[config.mk]
export PLATFORM = sky130hd
export DESIGN_NAME = mux8_rr_arb
export DESIGN_NICKNAME = d
export VERILOG_FILES = /design/src/rtl/mux8_rr_arb.sv
export SDC_FILE = /design/constraint.sdc
export NUM_CORES = 1
export LEC_CHECK = 0
export BUFFER_PORTS_ARGS = -buffer_cell sky130_fd_sc_hd__buf_2
export CAP_MARGIN = 40
export CORE_ASPECT_RATIO = 1.1
export CORE_UTILIZATION = 40
export CTS_BUF_LIST = sky130_fd_sc_hd__clkbuf_4
export CTS_CLUSTER_SIZE = 24
export DETAILED_ROUTE_END_ITERATION = 8
export PLACE_DENSITY_LB_ADDON = 0.12
export SLEW_MARGIN = 20
export SYNTH_ARGS = -nofsm -noshare
export SYNTH_HDL_FRONTEND = slang
export SYNTH_SLANG_ARGS = --single-unit
export TNS_END_PERCENT = 1
[constraint.sdc]
create_clock -name clk -period 4.2 [get_ports clk]
set_clock_uncertainty 0.2 [all_clocks]
set_input_delay 0.84 -clock clk [delete_from_list [all_inputs] [get_ports clk]]
set_output_delay 0.84 -clock clk [all_outputs]
set_load 0.01 [all_outputs]
[src/rtl/mux8_rr_arb.sv]
// mux8_rr_arb: round-robin grant and registered select for the 8:1 output mux slices
module mux8_rr_arb #(
    parameter int unsigned MAX_BEATS = 0
) (
    input  logic       clk,
    input  logic       reset,
    input  logic [7:0] i_req_vld,
    input  logic [7:0] i_req_last,
    output logic [7:0] o_req_rdy,
    output logic [2:0] o_sel,
    output logic [7:0] o_gnt,
    output logic       o_vld,
    output logic       o_last,
    input  logic       i_rdy,
    output logic       o_busy
);
    typedef enum logic {IDLE, BUSY} state_t;

    state_t      state, state_nx;
    logic [2:0]  ptr, ptr_nx, sel_nx, win;
    logic [7:0]  gnt_nx;
    logic [15:0] cnt, cnt_nx;
    logic        xfer, lim, rel;

    assign o_busy    = state == BUSY;
    assign o_vld     = o_busy & i_req_vld[o_sel];
    assign o_last    = o_busy & i_req_last[o_sel];
    assign o_req_rdy = o_gnt & {8{i_rdy}};
    assign xfer      = o_vld & i_rdy;
    assign lim       = (MAX_BEATS != 0) && (cnt + 16'd1 == 16'(MAX_BEATS));
    assign rel       = xfer & (o_last | lim);

    // first requesting index at or after ptr; scanning downward lets the nearest one win
    always_comb begin
        win = ptr;
        for (int k = 7; k >= 0; k--)
            if (i_req_vld[ptr + 3'(k)]) win = ptr + 3'(k);
    end

    // grant on request in IDLE, count beats and release on last or beat limit in BUSY
    always_comb begin
        state_nx = state;
        ptr_nx   = ptr;
        cnt_nx   = cnt;
        sel_nx   = o_sel;
        gnt_nx   = o_gnt;
        if (state == IDLE) begin
            if (|i_req_vld) begin
                state_nx = BUSY;
                sel_nx   = win;
                gnt_nx   = 8'd1 << win;
                cnt_nx   = '0;
            end
        end else if (rel) begin
            state_nx = IDLE;
            ptr_nx   = o_sel + 3'd1;
            sel_nx   = '0;
            gnt_nx   = '0;
            cnt_nx   = '0;
        end else if (xfer) begin
            cnt_nx = cnt + 16'd1;
        end
    end

    // state, priority pointer, beat count and the registered select/grant
    always_ff @(posedge clk) begin
        if (reset) begin
            state <= IDLE;
            ptr   <= '0;
            cnt   <= '0;
            o_sel <= '0;
            o_gnt <= '0;
        end else begin
            state <= state_nx;
            ptr   <= ptr_nx;
            cnt   <= cnt_nx;
            o_sel <= sel_nx;
            o_gnt <= gnt_nx;
        end
    end
endmodule

Yosys cells after proc, flatten, opt, wreduce, memory -nomap -nowiden
Index checks and enable logic that the tools add are counted.

Bitwise gates (word level): 5. $lt $le $gt $ge: 9. Shifts and indexed selects: 1. Reduce and logical (&&, ||, !) cells: 4. Eq/ne operators: 1. $add $sub $neg: 8. Mux-type cells: 37.

Operators with widths (number): $lt 3x4->1 const B (9); $mux 3 (11); $bmux 1 s3 (10); $mux 8 (3); $mux 1 (13); $add 3x3->3 const B (4); $and 8x8->8 (1); $reduce_or 8->1 (1); $shl 1x3->8 const A (1); $add 3x1->3 const B (2); $add 3x2->3 const B (2); $and 1x1->1 (4); $reduce_and 2->1 (2); $ne 2x1->1 const B (1); $reduce_bool 2->1 (1).

Bits in registers: 15. Word-level logic and storage cells: 69. Input bits: 19. Output and inout bits: 22.

Longest topological paths before layout
Depth after elaboration: 14. Gate-level depth with buffers: 12. Depth with buffers taken out: 9.

Worst setup path after synthesis
No wires, ideal clock.

Kind: register to register. Start point: register ptr[1]. End point: register o_gnt[1]. Arrival: 3130 ps. Stages on the path, launching flop included: 13. Slack: 752 ps. Path buffers: 3. Library setup time: 117 ps. Data required time: 3883 ps. Cells stage by stage: dfxtp_1 -> buf_6 -> clkbuf_1 -> inv_1 -> ha_1 -> clkbuf_1 -> mux4_2 -> mux2_4 -> a21oi_1 -> a21oi_1 -> a311oi_2 -> nor2_1 -> a32o_1.

Cells in the longest elaborated chain, start to end: 14. Elaborated cells on any way between the ends: 34. Classes of those cells: 7 x add/sub; 1 x shift; 26 x mux.

RTL lines: start, declared (RTL line 20) `logic [2:0] ptr, ptr_nx, sel_nx, win;`; start signal, assigned (RTL line 75) `ptr <= ptr_nx;`; $add 3x3->3 (RTL line 37) `if (i_req_vld[ptr + 3'(k)]) win = ptr + 3'(k);`; $bmux 1 s3 (RTL line 37); $mux 1 (not written as such) (RTL line 37); $mux 3 (7 in series) (RTL line 37); $mux 3 (*) (RTL line 37); $shl 1x3->8 (*) (RTL line 51) `gnt_nx = 8'd1 << win;`; $mux 8 (*) (RTL line 48) `if (|i_req_vld) begin`; $mux 8 (*) (RTL line 47) `if (state == IDLE) begin`; end signal, assigned (RTL line 78) `o_gnt <= gnt_nx;`; end, declared (RTL line 11) `output logic [7:0] o_gnt,`.

Mark *: on every way between the ends. The rest lies on a longest branch, timed or not. The select of a mux whose other input is x is not followed. A chain may end at the register's enable or synchronous reset.

Worst setup path after layout
Start point: register ptr[1]. End point: register o_gnt[0].

Same word-level chain as after synthesis.

==> impl_metrics.env <==
export IMPL_ctsHoldBuffers=0
export IMPL_wl_per_cell_um=15.7
export IMPL_hold_path_class="reg -> reg"
export IMPL_hold_ws_ns=0.300
export IMPL_crit_arrival_ns=3.24
export IMPL_synth_adder_area_share=0.0248
export IMPL_die_x_um=60.7
export IMPL_netlist_area_mm2=0.00152
export IMPL_powerDensity_mw_per_mm2=213
export IMPL_grt_max_degree=18
export IMPL_ctsHtreeMaxLevel=1
export IMPL_path_class="reg -> reg"
export IMPL_setup_viol=0
export IMPL_wl_um=3900
export IMPL_fp_dieArea_mm2=0.00404
export IMPL_clk_pin_slew_worst_paths_ns=0.09
export IMPL_yosysWarnings=0
export IMPL_area_delta_synth_final_pct=16.8
export IMPL_start_util=0.418
export IMPL_drive_above_1_share=0.343
export IMPL_synth_mux_area_frac=0.287
export IMPL_cp_end_kind="flop"
export IMPL_critPathMaxStageDelay_ns=0.65
export IMPL_cts_resized=0
export IMPL_grt_pass1_vias=1387
export IMPL_synthTopCellsByArea="dfxtp_1, mux4_2, mux2i_1"
export IMPL_synth_simple_area_share=0.196
export IMPL_via_per_inst=6.04
export IMPL_ff2ff_path_depth=9
export IMPL_synth_top_family_by_area="multiplexers"
export IMPL_min_delay_start="o_gnt[4]"
export IMPL_rows=23
export IMPL_synth_enable_flop_cells=0
export IMPL_place_gp_congestion=0.923
export IMPL_grt_pass1_wl_um=6230
export IMPL_clk_latency_ns=0.28
export IMPL_final_antenna_net_count=0
export IMPL_max_cap_viol_count=0
export IMPL_numCtsBuffers=3
export IMPL_drcViolationCount=0
export IMPL_grtUsageTotal=0.201
export IMPL_rrSetupSlack_ns=0.94
export IMPL_cts_tree="yes"
export IMPL_cp_max_fo=8
export IMPL_coreArea_mm2=0.00363
export IMPL_n_antenna_cell=0
export IMPL_slew_headroom=0.618
export IMPL_die_h_um=66.6
export IMPL_slowest_stage="mux4_2"
export IMPL_avgSynthCellArea_um2=9.47
export IMPL_nNetsFinal=221
export IMPL_final_hold_violation_count=0
export IMPL_first_pass_iters=4
export IMPL_final_cell_mix="buf_2, dfxtp_1, and2_1, nor2_1, mux4_2"
export IMPL_seq_area_frac_synth=0.198
export IMPL_setup_tns_ns=0
export IMPL_cts_setup_buffers=0
export IMPL_final_common_cell="buf_2"
export IMPL_synthArstFlopShare=0
export IMPL_post_synth_top_area_cell="dfxtp_1"
export IMPL_required_ns=4.18
export IMPL_synth_xor_area_share=0.0231
export IMPL_ir_drop_mv=0.194
export IMPL_p_leak_nw=0.730
export IMPL_synth_distinct_cells=49
export IMPL_worst_pin_slew_ns=0.571
export IMPL_synth_top_cell_area_share=0.198
export IMPL_root_buffer="clkbuf_4"
export IMPL_cts_path_max_buffers=2
export IMPL_synth_compound_area_frac=0.221
export IMPL_antenna_found_initial=0
export IMPL_period_needed_ns=3.26
export IMPL_crit_path_start_kind="flop"
export IMPL_synth_ff_type="dfxtp_1"
export IMPL_mappedNetlistNets=182
export IMPL_ys_ff_latch=15
export IMPL_max_freq_mhz=306
export IMPL_grt_setup_unrepaired="no"
export IMPL_finalMaxSlewViolations=0
export IMPL_io_pins=41
export IMPL_overflow=0
export IMPL_dp_hpwl_um=3060
export IMPL_min_to="o_gnt[4]"
export IMPL_cts_sinks=15
export IMPL_regToRegStartpoint="ptr[1]"
export IMPL_num_vias=1497
export IMPL_postSynthCellCount=160
export IMPL_outcome="finished clean"
export IMPL_worstPathCellList="inv_1 > ha_1 > mux4_2 > mux2i_1 > and3_1 > o32ai_1 > a221oi_1 > o21ai_1 > a32o_1"
export IMPL_holdPathStages=1
export IMPL_fill_cells=375
export IMPL_finalCritPeriodShare=0.777
export IMPL_drt_iter0_drc=71
export IMPL_timing_rr_end="o_gnt[0]"
export IMPL_place_port_buffers=40
[worst max-delay path by stage]
| stage | startpoint | end | slack, ns |
|---|---|---|---|
| 6_report | ptr[1] | o_gnt[0] | 0.94 |
| 3_3_place_gp | i_req_vld[1] | o_gnt[0] | 0.88 |
| 2_1_floorplan | ptr[1] | o_gnt[1] | 0.75 |
| 3_5_place_dp | i_req_vld[1] | o_gnt[0] | 0.77 |
| 5_1_grt | ptr[1] | o_gnt[5] | 0.74 |
| 4_1_cts | ptr[1] | o_gnt[0] | 0.94 |
[through the flow]
stage	total power [mW]	utilization	setup WS [ns]	std cells	area [um2]
2_1_floorplan	0.256	-	0.752	160	1520
3_3_place_gp	0.295	0.481	0.880	244	1740
3_5_place_dp	0.299	0.481	0.775	244	1740
4_1_cts	0.383	0.488	0.936	248	1770
5_1_grt	0.401	0.488	0.736	248	1770
6_report	0.378	0.488	0.936	248	1770
[cells by family (layout without fill, tap and decap cells)]
group / after synthesis / after routing
AO/OA/AOI/OAI: 43 / 43
XOR/XNOR: 4 / 4
adder cells (fa/ha/maj): 3 / 3
buffers and inverters: 14 / 52
flip-flops: 15 / 15
multiplexers: 27 / 27
AND/OR/NAND/NOR: 54 / 54
[final cells by class]
class / instances / area [um2] / area share
multi-input combinational: 131 / 1140 / 0.643
sequential: 15 / 300 / 0.170
timing repair buffer: 43 / 223 / 0.126
tap: 50 / 62.6 / 0.0353
clock buffer: 3 / 22.5 / 0.0127
inverter: 5 / 18.8 / 0.0106
clock inverter: 1 / 5.00 / 0.00283
[flip-flops by register name, summed over array words and instances (netlist names)]
| register | flops |
|---|---|
| o_gnt | 8 |
| ptr | 3 |
| o_busy | 1 |
| o_sel | 3 |
[cells in the mapped netlist (all sizes together) (2+ instances only)]
master / instances
clkbuf: 4
a21oi: 9
mux2: 5
ha: 3
xnor2: 2
nand3b: 2
o21ai: 2
nand2: 5
and2: 14
buf: 5
nor4: 4
nand3: 5
mux4: 12
inv: 5
xor2: 2
a211oi: 4
mux2i: 10
nor2b: 4
dfxtp: 15
nor3: 3
nor2: 13
a32o: 8
a22o: 2
o21a: 2
a22oi: 2
[metal layers]
metal | global-route usage | vias to the layer above | wire length, um
met5 | 0 | - | 0
met4 | 0.0653 | 0 | 17
met3 | 0.0136 | 2 | 167
met2 | 0.374 | 47 | 2070
met1 | 0.240 | 741 | 1650
li1 | - | 707 | -
[critical path: cells and delay by family (launching register included)]
family	cells	cell delay [ns]
flip-flops	1	0.34
buffers and inverters	1	0.09
AND/OR/NAND/NOR	1	0.18
multiplexers	2	0.86
adder cells (fa/ha/maj)	1	0.49
AO/OA/AOI/OAI	4	0.98
[power breakdown]
| part | switching, mW | internal, mW | leakage (nW) | total [mW] |
|---|---|---|---|---|
| combinational | 0.0722 | 0.0650 | 0.591 | 0.137 |
| clock | 0.0463 | 0.0353 | 0.0177 | 0.0816 |
| sequential | 0.0101 | 0.149 | 0.122 | 0.159 |
| total | 0.129 | 0.249 | 0.730 | 0.378 |
(Power assumes the default switching activity.)
